**src/rtl/imm_unit_pkg.sv**
```systemverilog
// rtl/imm_unit_pkg.sv - shared CPU package: immediate mode encodings and shift-amount width
// Purpose: mode encodings used by imm_gen/imm_unit and the SHAMT field width derivation.
// Ports: none (package).
package imm_unit_pkg;

  localparam int IMM_MODE_W = 3;

  typedef enum logic [IMM_MODE_W-1:0] {
    IMM_SEXT16 = 3'd0,
    IMM_ZEXT16 = 3'd1,
    IMM_SHAMT  = 3'd2,
    IMM_UPPER  = 3'd3,
    IMM_CONST  = 3'd4,
    IMM_BROFF  = 3'd5
  } imm_mode_e;

  // Shift-amount field is 5 bits on a 32-bit datapath, 6 bits on a 64-bit one.
  function automatic int imm_shamt_width(input int xlen);
    return (xlen == 64) ? 6 : 5;
  endfunction

endpackage

```
**src/rtl/imm_unit_gen.sv**
```systemverilog
// rtl/imm_unit_gen.sv - combinational immediate decode/extension
// Purpose: turns an instruction word and mode select into an XLEN-bit immediate.
// Ports:
//   ir      in  32    instruction word
//   mode    in  3     immediate mode select
//   imm     out XLEN  generated immediate (0 for modes 6/7)
//   illegal out 1     mode is not one of the defined encodings
module imm_gen
  import imm_unit_pkg::*;
#(
  parameter int          XLEN          = 32,
  parameter logic [63:0] DEFAULT_CONST = 64'd10
) (
  input  logic [31:0]           ir,
  input  logic [IMM_MODE_W-1:0] mode,
  output logic [XLEN-1:0]       imm,
  output logic                  illegal
);

  localparam int SW = imm_shamt_width(XLEN);

  logic [XLEN-1:0] sext16;
  logic [XLEN-1:0] shamt_v;

  always_comb begin
    // Sign-extended halfword is the base for UPPER and BROFF too, so their
    // upper bits come out correctly sign-extended at the full XLEN width.
    sext16 = {{(XLEN-16){ir[15]}}, ir[15:0]};
    shamt_v = '0;
    shamt_v[SW-1:0] = ir[6+SW-1:6];

    imm     = '0;
    illegal = 1'b0;
    case (mode)
      IMM_SEXT16: imm = sext16;
      IMM_ZEXT16: imm = {{(XLEN-16){1'b0}}, ir[15:0]};
      IMM_SHAMT:  imm = shamt_v;
      IMM_UPPER:  imm = sext16 << 16;
      IMM_CONST:  imm = DEFAULT_CONST[XLEN-1:0];
      IMM_BROFF:  imm = sext16 << 2;
      default: begin
        imm     = '0;
        illegal = 1'b1;
      end
    endcase
  end

endmodule

```
**src/rtl/imm_unit.sv**
```systemverilog
// rtl/imm_unit.sv - immediate generator with a 2-entry skid buffer on its output
// Purpose: accepts ir/mode, generates the immediate, presents it one cycle later.
// Ports:
//   clk       in  1     rising-edge clock
//   rst_n     in  1     asynchronous active-low reset
//   in_valid  in  1     ir/mode valid
//   in_ready  out 1     input accepted this cycle (registered, = no skid entry)
//   ir        in  32    instruction word
//   mode      in  3     immediate mode select
//   flush     in  1     drop held entries and this cycle's input
//   out_valid out 1     out_imm valid
//   out_ready in  1     consumer accepts out_imm
//   out_imm   out XLEN  generated immediate
//   err       out 1     sticky illegal-mode flag
module imm_unit
  import imm_unit_pkg::*;
#(
  parameter int          XLEN          = 32,
  parameter logic [63:0] DEFAULT_CONST = 64'd10
) (
  input  logic                  clk,
  input  logic                  rst_n,
  input  logic                  in_valid,
  output logic                  in_ready,
  input  logic [31:0]           ir,
  input  logic [IMM_MODE_W-1:0] mode,
  input  logic                  flush,
  output logic                  out_valid,
  input  logic                  out_ready,
  output logic [XLEN-1:0]       out_imm,
  output logic                  err
);

  logic [XLEN-1:0] gen_imm;
  logic            gen_illegal;

  logic            main_valid_q, main_valid_d;
  logic [XLEN-1:0] main_imm_q, main_imm_d;
  logic            skid_valid_q, skid_valid_d;
  logic [XLEN-1:0] skid_imm_q, skid_imm_d;
  logic            err_q, err_d;

  logic accept;
  logic drain;

  imm_gen #(
    .XLEN          (XLEN),
    .DEFAULT_CONST (DEFAULT_CONST)
  ) u_gen (
    .ir      (ir),
    .mode    (mode),
    .imm     (gen_imm),
    .illegal (gen_illegal)
  );

  always_comb begin
    accept = in_valid && !skid_valid_q && !flush;
    drain  = main_valid_q && out_ready;

    main_valid_d = main_valid_q;
    main_imm_d   = main_imm_q;
    skid_valid_d = skid_valid_q;
    skid_imm_d   = skid_imm_q;
    err_d        = err_q | (accept && gen_illegal);

    if (flush) begin
      main_valid_d = 1'b0;
      skid_valid_d = 1'b0;
    end else if (!main_valid_q || drain) begin
      // Main slot frees up: the older skid entry has priority. accept is
      // impossible while skid is occupied, so nothing can be lost here.
      if (skid_valid_q) begin
        main_valid_d = 1'b1;
        main_imm_d   = skid_imm_q;
        skid_valid_d = 1'b0;
      end else begin
        main_valid_d = accept;
        if (accept) begin
          main_imm_d = gen_imm;
        end
      end
    end else if (accept) begin
      skid_valid_d = 1'b1;
      skid_imm_d   = gen_imm;
    end
  end

  always_ff @(posedge clk or negedge rst_n) begin
    if (!rst_n) begin
      main_valid_q <= 1'b0;
      main_imm_q   <= '0;
      skid_valid_q <= 1'b0;
      skid_imm_q   <= '0;
      err_q        <= 1'b0;
    end else begin
      main_valid_q <= main_valid_d;
      main_imm_q   <= main_imm_d;
      skid_valid_q <= skid_valid_d;
      skid_imm_q   <= skid_imm_d;
      err_q        <= err_d;
    end
  end

  assign in_ready  = !skid_valid_q;
  assign out_valid = main_valid_q;
  assign out_imm   = main_imm_q;
  assign err       = err_q;

endmodule
```
**config.mk**
```make
export PLATFORM = sky130hd
export DESIGN_NAME = imm_unit
export DESIGN_NICKNAME = d
export VERILOG_FILES = /design/src/rtl/imm_unit_pkg.sv /design/src/rtl/imm_unit_gen.sv /design/src/rtl/imm_unit.sv
export SDC_FILE = /design/constraint.sdc
export NUM_CORES = 1
export LEC_CHECK = 0
export CORE_AREA = 10 10 102 104
export CTS_CLUSTER_SIZE = 10
export DETAILED_ROUTE_END_ITERATION = 10
export DIE_AREA = 0 0 112 114
export PLACE_DENSITY = 0.72
export SYNTH_ARGS = -nofsm -noshare
export SYNTH_HDL_FRONTEND = slang
export SYNTH_SLANG_ARGS = --single-unit
```
**constraint.sdc**
```tcl
create_clock -name clk -period 1.5 [get_ports clk]
set_clock_uncertainty 0.15 [all_clocks]
set_input_delay 0.15 -clock clk [delete_from_list [all_inputs] [get_ports clk]]
set_output_delay 0.15 -clock clk [all_outputs]
set_load 0.005 [all_outputs]
```
==> impl_metrics.tcl, run 1 <==
set metrics [dict create \
    grtUsageTotal_pct 17.0 \
    avgRoutedWirePerCell_um 21.9 \
    muxShareOfSynthArea_pct 5.24 \
    ant_nets 0 \
    hold_path.class "in2async" \
    cts_made_buffers 9 \
    syn_to_final_growth_pct 50.9 \
    end_kind "register" \
    fin_crit_sh_pct 113 \
    switching_share_pct 27.9 \
    leakagePower_nw 2.35 \
    yosysTopAreaCell "dfrtp_1" \
    ys_seq_area_share_pct 45.9 \
    clkSinkCount 67 \
    max_freq_ghz 0.589 \
    vdd_drop_max_v 0.000535 \
    synth-adder-area-share_pct 0 \
    synth-xor-area-share_pct 0 \
    io_pins 75 \
    powerDensity_mw_per_mm2 1020 \
    synth.yosys.warnings 0 \
    finalCriticalPeriod_ps 1700 \
    ctsLongestPathBuffers 2 \
    synth-seq-cells 67 \
    synth_area_mm2 0.00365 \
    start_kind "register" \
    die_x_um 112 \
    setup_viol 65 \
    rsz0062_at_grt "yes" \
    status "complete, but fails checks" \
    ys.flop_type "dfrtp_1" \
    drc 0 \
    grt_max_degree 68 \
    regArea_mm2 0.00168 \
    num_rows 34 \
    grt.overflow.total 0 \
    clock_latency_ps 350 \
    maxCapViolCount 0 \
    synth_compound_area_share_pct 27.8 \
    synth_edf_count 0 \
    worst_slack_ps -198 \
    clkTransAtPathRegs_ps 80 \
    grt_pass1_wl_mm 17.9 \
    htreeDepth 3 \
    comb_power_share_pct 25.2 \
    via_count 3541 \
    synth_top_family_by_area "compound AO/OA/AOI/OAI gates" \
    dieArea_mm2 0.0128 \
    core_mm2 0.00847 \
    setup-tns-final_ps -8450 \
    antenna_found_initial 1 \
    die_h_um 114 \
    switchingPower_w 0.00157 \
    drt_iter0_markers 363 \
    clockRootBuffer "clkbuf_8" \
    wl_mm 12.4 \
    drtPass1Iterations 5 \
    final-hold-violation-count 0 \
    violations "negative setup slack" \
    tightest_slew_ps 666 \
    syn_avg_cell_area_um2 10.4 \
    cts_tree "done" \
    crit_fanout 16 \
    setup.worst_path.class "reg2reg" \
    dp_hpwl_mm 7.34 \
    port_buffers 58 \
    share_seq_of_total_power_pct 41.5 \
    synth_top_area_share_pct 45.9 \
    clockPowerShare_pct 33.2 \
    finalNetCount 494 \
    synth_cell_type_count 42 \
    gp_congestion 0.865 \
    critPathArrivalTime_ps 1780 \
    p_int_w 0.00405 \
    final_util_pct 65.1 \
    synthTopCellsByArea "dfrtp_1 (46%), mux2_2 (5.2%), a21oi_1 (4.0%), nand4b_1 (3.8%), a211o_1 (3.4%)" \
    syn_inst 350 \
    max-slew-margin-rel_pct 55.4 \
    multi_input_area_mm2 0.00208 \
    start_util_pct 43.1 \
    avgViaCountPerCell 6.23 \
    grt_pass1_vias 3355 \
    fill_cells 623 \
    finalMaxSlewViolations 0 \
    yosys.area_share.simple_pct 14.6 \
    synthesis.nets 390 \
    drive_above_1_share_pct 35.1 \
    dp_slack_ps -703 \
    cp.required_ps 1580 \
    async_flop_share_pct 100 \
]
==> cell families after synthesis <==
family / Yosys count
DFF: 67
and+or+nand+nor: 77
AOI/OAI and AO/OA: 143
buffers and inverters: 46
muxes: 17
==> power by group through the flow <==
stage | logic (W) | clock network, W | registers (W)
finish | 0.00142 | 0.00186 | 0.00233
CTS | 0.00122 | 0.00187 | 0.00229
global placement | 0.00120 | 0 | 0.00232
floorplan | 0.000588 | 0 | 0.00231
global route | 0.00152 | 0.00196 | 0.00236
detailed placement | 0.00122 | 0 | 0.00233
==> cell usage in the layout, fill, tap and decap left out, types with 3 or more instances in the layout <==
master and n:
a211o_1 14, a211oi_1 10, a211oi_2 4, a21oi_1 19, a21oi_2 8, a221o_1 3, a2bb2oi_2 9, a311oi_1 11
a31oi_1 12, a31oi_4 3, and4b_1 3, buf_12 8, buf_4 48, buf_6 14, buf_8 3, bufinv_16 3
clkbuf_16 3, clkbuf_8 10, clkdlybuf4s50_1 19, dfrtp_1 67, dlygate4sd2_1 36, mux2_2 17, nand2_1 4, nand2b_1 13
nand3_1 11, nand4b_1 16, nor2_1 5, nor2b_1 4, nor3_1 5, o211ai_1 13, o21a_1 3, o21ai_0 15
==> metrics by stage <==
stage / total power, W / hold slack [ps] / std cells / cell area [um2]
after floorplan: 0.00290 / -296 / 350 / 3660
after global placement: 0.00352 / 47.6 / 534 / 4640
after detailed placement: 0.00356 / 50.8 / 534 / 4640
after CTS: 0.00539 / 222 / 559 / 5110
after global routing: 0.00585 / 240 / 568 / 5510
final: 0.00561 / 201 / 568 / 5510
==> synth_stat cells, drive strengths merged (13+ instances only) <==
master / number
dfrtp: 67
a21oi: 29
buf: 24
clkbuf: 19
mux2: 17
a31oi: 16
nand4b: 16
o21ai: 16
a211o: 14
a211oi: 14
nand2b: 14
o211ai: 14
a311oi: 13
==> state kept, by name, indices dropped and copies added (netlist names) <==
register / flops
err: 1
skid_imm_q: 32
skid_valid_q: 1
out_imm: 32
out_valid: 1
==> what timing repair did <==
action | in CTS | in global routing
setup buffers | 10 | 6
endpoints found under the hold margin | 67 | 0
hold buffers | 1 | 0
setup endpoints to repair | 99 | 67
gates cloned | 3 | 3
resized for setup | 76 | 58
pin swaps | 11 | 7
==> layout make-up <==
class,count,share of cell area [%]
sequential,67,30.4
clock inverter,4,1.77
antenna,1,0.0454
timing repair buffer,136,24.7
multi-input combinational,237,37.7
tap,108,2.45
inverter,3,0.250
clock buffer,12,2.63
==> path summary, 6_finish.rpt <==
path | slack [ps] | cells past startpoint | endpoint | from
setup / recovery | -200 | 6 | skid_imm_q[5] | skid_valid_q
hold / removal | 200 | 3 | out_valid | rst_n
setup reg to reg | -200 | 6 | skid_imm_q[5] | skid_valid_q
hold reg to reg | 360 | 2 | out_imm[2] | out_imm[2]
max in group asynchronous | 710 | 3 | skid_imm_q[7] | rst_n
min in group clk | 360 | 2 | out_imm[2] | out_imm[2]
==> worst max-delay path: stages, from the launching register on <==
cell,delay (ps)
dfrtp_1,400
buf_6,130
buf_6,110
nor3b_4,240
nand2_2,100
buf_12,170
mux2_2,280
==> per-layer routing <==
metal / GRT usage [%] / vias up / routed length, um / part of all wire (%)
met5: 0 / - / 0 / 0
met4: 4.06 / 0 / 278 / 2.2
met3: 5.98 / 26 / 1090 / 8.8
met2: 28.0 / 184 / 6120 / 49
met1: 20.9 / 1754 / 4960 / 40
li1: - / 1577 / - / -
Power figures use the tool's default switching activity.
==> run 2, diff against run 1 <==
--- a/config.mk
+++ b/config.mk
@@ -5,10 +5,10 @@
 export SDC_FILE = /design/constraint.sdc
 export NUM_CORES = 1
 export LEC_CHECK = 0
-export CORE_AREA = 10 10 102 104
+export CORE_AREA = 2 2 94 96
 export CTS_CLUSTER_SIZE = 10
 export DETAILED_ROUTE_END_ITERATION = 10
-export DIE_AREA = 0 0 112 114
+export DIE_AREA = 0 0 96 98
 export PLACE_DENSITY = 0.72
 export SYNTH_ARGS = -nofsm -noshare
 export SYNTH_HDL_FRONTEND = slang
==> run 2 against run 1 <==
  * The run still ends with negative setup slack left
  * Die area shrank 26%
  * Maximum frequency grew 7.1%
  * Setup slack gained 110 ps
  * Register-to-register slack gained 110 ps
  * Hold slack is essentially flat
  * Final area shrank 0.27%
  * Count of clock-buffer cells in the layout shrank 1
  * Flip-flop and latch count is the same
  * Combinational power is essentially flat
  * Clock power shrank 19%
  * Via count is essentially flat
  * Wire length shrank 8.0%
  * Critical endpoint is now skid_imm_q[9]
  * Largest cell class unchanged
==> impl_metrics.tcl, run 2 (synthesized netlist as in run 1, its figures left out) <==
set metrics [dict create \
    avgRoutedWirePerCell_um 20.0 \
    io_pins 75 \
    syn_to_final_growth_pct 50.5 \
    final_common_cell "dfrtp_1" \
    fin_area_mm2 0.00550 \
    ctsLongestPathBuffers 2 \
    antenna_cells 0 \
    crit_slowest_cell "dfrtp_1" \
    dpl.cell_count 532 \
    worst-path-stages 5 \
    final-hold-violation-count 0 \
    dp_hpwl_mm 6.91 \
    dieArea_mm2 0.00941 \
    drt_iter0_markers 321 \
    max_freq_ghz 0.631 \
    start_util_pct 43.1 \
    die_x_um 96 \
    start_kind "register" \
    maxCapViolCount 0 \
    cp.required_ps 1580 \
    finalCriticalPeriod_ps 1580 \
    avgViaCountPerCell 6.20 \
    die_h_um 98 \
    fin_crit_sh_pct 106 \
    cts_tree "done" \
    dp_slack_ps -599 \
    max_stage_delay_ps 420 \
    drc 0 \
    grt_max_degree 68 \
    tightest_slew_ps 581 \
    grt_pass1_vias 3392 \
    violations "negative setup slack" \
    cts_made_buffers 9 \
    worstPathCellList "buf_6, nor3b_4, nand2_2, buf_12, mux2_2" \
    ant_nets 0 \
    grt_pass1_wl_mm 16.9 \
    layout_common_cells "dfrtp_1 (67), buf_4 (59), dlygate4sd2_1 (28), clkdlybuf4s50_1 (19), mux2_2 (17)" \
    p_total_w 0.00527 \
    setup.worst_path.class "reg2reg" \
    clkSinkCount 67 \
    powerDensity_mw_per_mm2 958 \
    rsz0062_at_grt "yes" \
    antenna_found_initial 0 \
    cp_top_family "flip-flops" \
    max-slew-margin-rel_pct 60.8 \
    path_buf_inv 2 \
    clockRootBuffer "clkbuf_8" \
    port_buffers 58 \
    leakagePower_nw 2.41 \
    ff2ff_path_depth 5 \
    grt.overflow.total 0 \
    dpl_cell_area_mm2 0.00464 \
    end_kind "register" \
    critPathArrivalTime_ps 1660 \
    drive_above_1_share_pct 39.4 \
    num_rows 34 \
    gp_congestion 0.832 \
    status "complete, but fails checks" \
    finalNetCount 499 \
    finalMaxSlewViolations 0 \
    via_count 3544 \
    htreeDepth 3 \
    clock_latency_ps 350 \
    grtUsageTotal_pct 22.7 \
    drtPass1Iterations 5 \
    worst_slack_ps -84.7 \
    vdd_drop_max_v 0.000662 \
    clkTransAtPathRegs_ps 80 \
    setup_viol 47 \
    fin_cells 572 \
    hold_path.class "in2async" \
    crit_fanout 16 \
    wl_mm 11.5 \
    core_mm2 0.00847 \
]
==> run 2: cell count changes in the layout (fill, tap and decap cells not counted), sizes merged <==
cell           change
buf                +6
bufinv             -2
clkbuf             -2
clkdlybuf4s15      +1
clkinv             +3
diode              -1
dlygate4sd2        -8
dlymetal6s2s       +7
==> run 2: path summary, 6_finish.rpt <==
| kind | slack [ps] | to | startpoint |
|---|---|---|---|
| setup / recovery | -80 | skid_imm_q[9] | skid_valid_q |
| hold / removal | 200 | out_imm[17] | rst_n |
| setup reg to reg | -80 | skid_imm_q[9] | skid_valid_q |
| hold reg to reg | 350 | skid_imm_q[10] | skid_imm_q[10] |
| max in group asynchronous | 710 | skid_imm_q[13] | rst_n |
| min in group clk | 350 | skid_imm_q[10] | skid_imm_q[10] |
==> run 2: worst reg2reg max path: stages, from the launching register on <==
cell	delay (ps)
dfrtp_1	420
buf_6	150
nor3b_4	210
nand2_2	90
buf_12	160
mux2_2	280
==> run 2: final cells by class <==
cell class                 instances  area (um2)
multi-input combinational        237        2080
clock inverter                     5        52.6
timing repair buffer             141        1400
fill                             633        2970
sequential                        67        1680
inverter                           3        11.3
clock buffer                      11         141
tap                              108         135
==> run 2: what timing repair did <==
action                                  CTS  global route
hold buffers                              1             0
gates resized for setup                  70            84
endpoints found under the setup margin   93            74
hold endpoints to repair                 67             0
gates cloned                              3             3
pin swaps                                 5            10
setup buffers                            11             7
==> run 2: report_power, final <==
part	switching [W]	internal [W]	leakage, nW
clock network	0.000702	0.000805	0.0991
registers	0.000218	0.00213	0.842
logic	0.000626	0.000787	1.47
==> run 2: per-layer routing <==
layer	vias up	share of wire [%]	GRT usage, %
met5	-	0	0
met1	1758	41	31.7
met4	0	2.4	8.46
met2	173	49	35.3
li1	1585	-	-
met3	28	7.1	4.01
==> run 2: through the flow <==
stage          util [%]  TNS (ps)  hold slack (ps)
2_1_floorplan         -     -1240             -296
3_3_place_gp       54.8    -29000             46.0
3_5_place_dp       54.8    -30660             50.7
4_1_cts            60.1     -2110              218
5_1_grt            64.9     -5390              218
6_report           64.9     -1900              201
==> run 3, diff against run 2 <==
--- a/config.mk
+++ b/config.mk
@@ -5,11 +5,12 @@
 export SDC_FILE = /design/constraint.sdc
 export NUM_CORES = 1
 export LEC_CHECK = 0
-export CORE_AREA = 2 2 94 96
+export CORE_AREA = 5 5 95 97
 export CTS_CLUSTER_SIZE = 10
 export DETAILED_ROUTE_END_ITERATION = 10
-export DIE_AREA = 0 0 96 98
-export PLACE_DENSITY = 0.72
+export DIE_AREA = 0 0 100 102
+export PLACE_DENSITY = 0.75
+export SETUP_SLACK_MARGIN = 0.02
 export SYNTH_ARGS = -nofsm -noshare
 export SYNTH_HDL_FRONTEND = slang
 export SYNTH_SLANG_ARGS = --single-unit
==> run 3 against run 2 <==
  * Maximum frequency decreased by 3.2%
  * Hold slack lost 3.0 ps
  * First-iteration DRC count is 50% lower
  * Largest power group unchanged
  * Total power is 0.18% lower
  * Count of clock-buffer cells in the layout is 2 higher
  * Combinational power shrank 8%
  * Final area down 3.8%
  * Sequential power about the same
  * Die area increased by 8.4%
  * Non-clock buffer count decreased by 4
  * The run still ends with negative setup slack left
  * Sequential share of layout area is 1.2 points higher
==> impl_metrics.tcl, run 3 (synthesized netlist as in run 1, its figures left out) <==
set metrics [dict create \
    status "complete, but fails checks" \
    violations "negative setup slack" \
    setup.worst_path.class "reg2reg" \
    avgRoutedWirePerCell_um 19.4 \
    final-hold-violation-count 0 \
    final_common_cell "dfrtp_1" \
    dieArea_mm2 0.0102 \
    wl_mm 11.0 \
    finalNetCount 495 \
    antenna_found_initial 0 \
    num_rows 33 \
    grt.overflow.total 0 \
    ctsLongestPathBuffers 2 \
    start_util_pct 45.4 \
    crit_fanout 8 \
    regArea_mm2 0.00168 \
    layout_common_cells "dfrtp_1 (67), buf_4 (53), dlygate4sd2_1 (38), clkdlybuf4s50_1 (18), mux2_2 (17)" \
    dp_hpwl_mm 7.05 \
    gp_congestion 0.894 \
    vdd_drop_max_v 0.000512 \
    clock_latency_ps 350 \
    dpl.cell_count 527 \
    cts_made_buffers 9 \
    grt_pass1_vias 3515 \
    core_mm2 0.00805 \
    ant_nets 0 \
    fill_cells 630 \
    fin_cells 565 \
    finalCriticalPeriod_ps 1640 \
    grt_pass1_wl_mm 17.6 \
    multi_input_area_mm2 0.00193 \
    hold_path.class "in2async" \
    leakagePower_nw 2.29 \
    cts_tree "done" \
    setup_viol 60 \
    drc 0 \
    drive_above_1_share_pct 32.2 \
    fin_crit_sh_pct 109 \
    clockRootBuffer "clkbuf_8" \
    clkSinkCount 67 \
    io_pins 75 \
    max-slew-margin-rel_pct 60.0 \
    critPathArrivalTime_ps 1710 \
    syn_to_final_growth_pct 44.8 \
    clkTransAtPathRegs_ps 80 \
    cp.required_ps 1580 \
    port_buffers 58 \
    powerDensity_mw_per_mm2 994 \
    die_x_um 100 \
    drtPass1Iterations 4 \
    grtUsageTotal_pct 21.7 \
    worst_slack_ps -137 \
    avgViaCountPerCell 6.10 \
    dpl_cell_area_mm2 0.00463 \
    fin_area_mm2 0.00529 \
    grt_max_degree 68 \
    tightest_slew_ps 600 \
    htreeDepth 3 \
    fin_hold_ws_ps 198 \
    finalMaxSlewViolations 0 \
    p_total_w 0.00526 \
    end_kind "register" \
    start_kind "register" \
    rsz0062_at_grt "yes" \
    die_h_um 102 \
    antenna_cells 0 \
    maxCapViolCount 0 \
    via_count 3448 \
    max_freq_ghz 0.611 \
    drt_iter0_markers 162 \
]
==> run 3: changes by cell type in the layout (fill, tap and decap cells not counted), sizes merged <==
cell           before  now
buf                81   78
clkbuf             14   15
clkdlybuf4s15       1    0
clkdlybuf4s50      19   18
clkinv              3    0
clkinvlp            1    2
dlygate4sd2        28   38
dlymetal6s2s        8    0
==> run 3: cell type report <==
cell class / instances / area share (%)
multi-input cells: 237 / 36.5
flip-flops and latches: 67 / 31.7
repair buffers: 137 / 25.0
clock buffers: 13 / 3.19
well taps: 105 / 2.48
clock inverters: 3 / 0.851
inverters: 3 / 0.260
==> run 3: final timing paths <==
check                                       to  cells after the start  slack, ps    startpoint
worst max-delay path            skid_imm_q[10]                      6       -140  skid_valid_q
worst min-delay path            skid_imm_q[18]                      3        200         rst_n
worst max register to register  skid_imm_q[10]                      6       -140  skid_valid_q
worst min register to register             err                      1        350           err
max in group asynchronous       skid_imm_q[11]                      3        710         rst_n
min in group clk                           err                      1        350           err
==> run 3: worst max-delay path, cell delays in order, from the launching register on <==
cell and delay (ps):
dfrtp_1 400, buf_6 130, nor3b_4 200, buf_6 150, nand2_8 70, buf_12 140, mux2_2 270
==> run 3: routing by layer <==
layer	GRT usage, %	share of wire (%)	wire length, um	vias to the layer above
met1	30.0	46	5040	1733
met5	0	0	0	-
li1	-	-	-	1582
met2	34.4	48	5260	115
met3	3.82	4.9	533	18
met4	7.77	1.4	154	0
==> run 3: what timing repair did <==
item | 4_1_cts | 5_1_grt
setup endpoints to repair | 99 | 65
cloned | 3 | 2
resized for setup | 71 | 31
hold buffers | 1 | 0
setup buffers | 10 | 6
pin swaps | 11 | 8
hold endpoints to repair | 67 | 0
==> run 3: where the power goes <==
group	switching [W]	internal [W]
Combinational	0.000587	0.000714
Sequential	0.000199	0.00213
Clock	0.000724	0.000906
Total	0.00151	0.00375
==> run 3: per-stage QoR <==
| stage | TNS (ps) | utilization (%) | setup WS [ps] |
|---|---|---|---|
| floorplan | -1240 | - | -81.5 |
| global placement | -26620 | 57.6 | -489 |
| detailed placement | -28540 | 57.6 | -530 |
| CTS | -3670 | 63.0 | -136 |
| global route | -9070 | 65.7 | -187 |
| finish | -4840 | 65.7 | -137 |
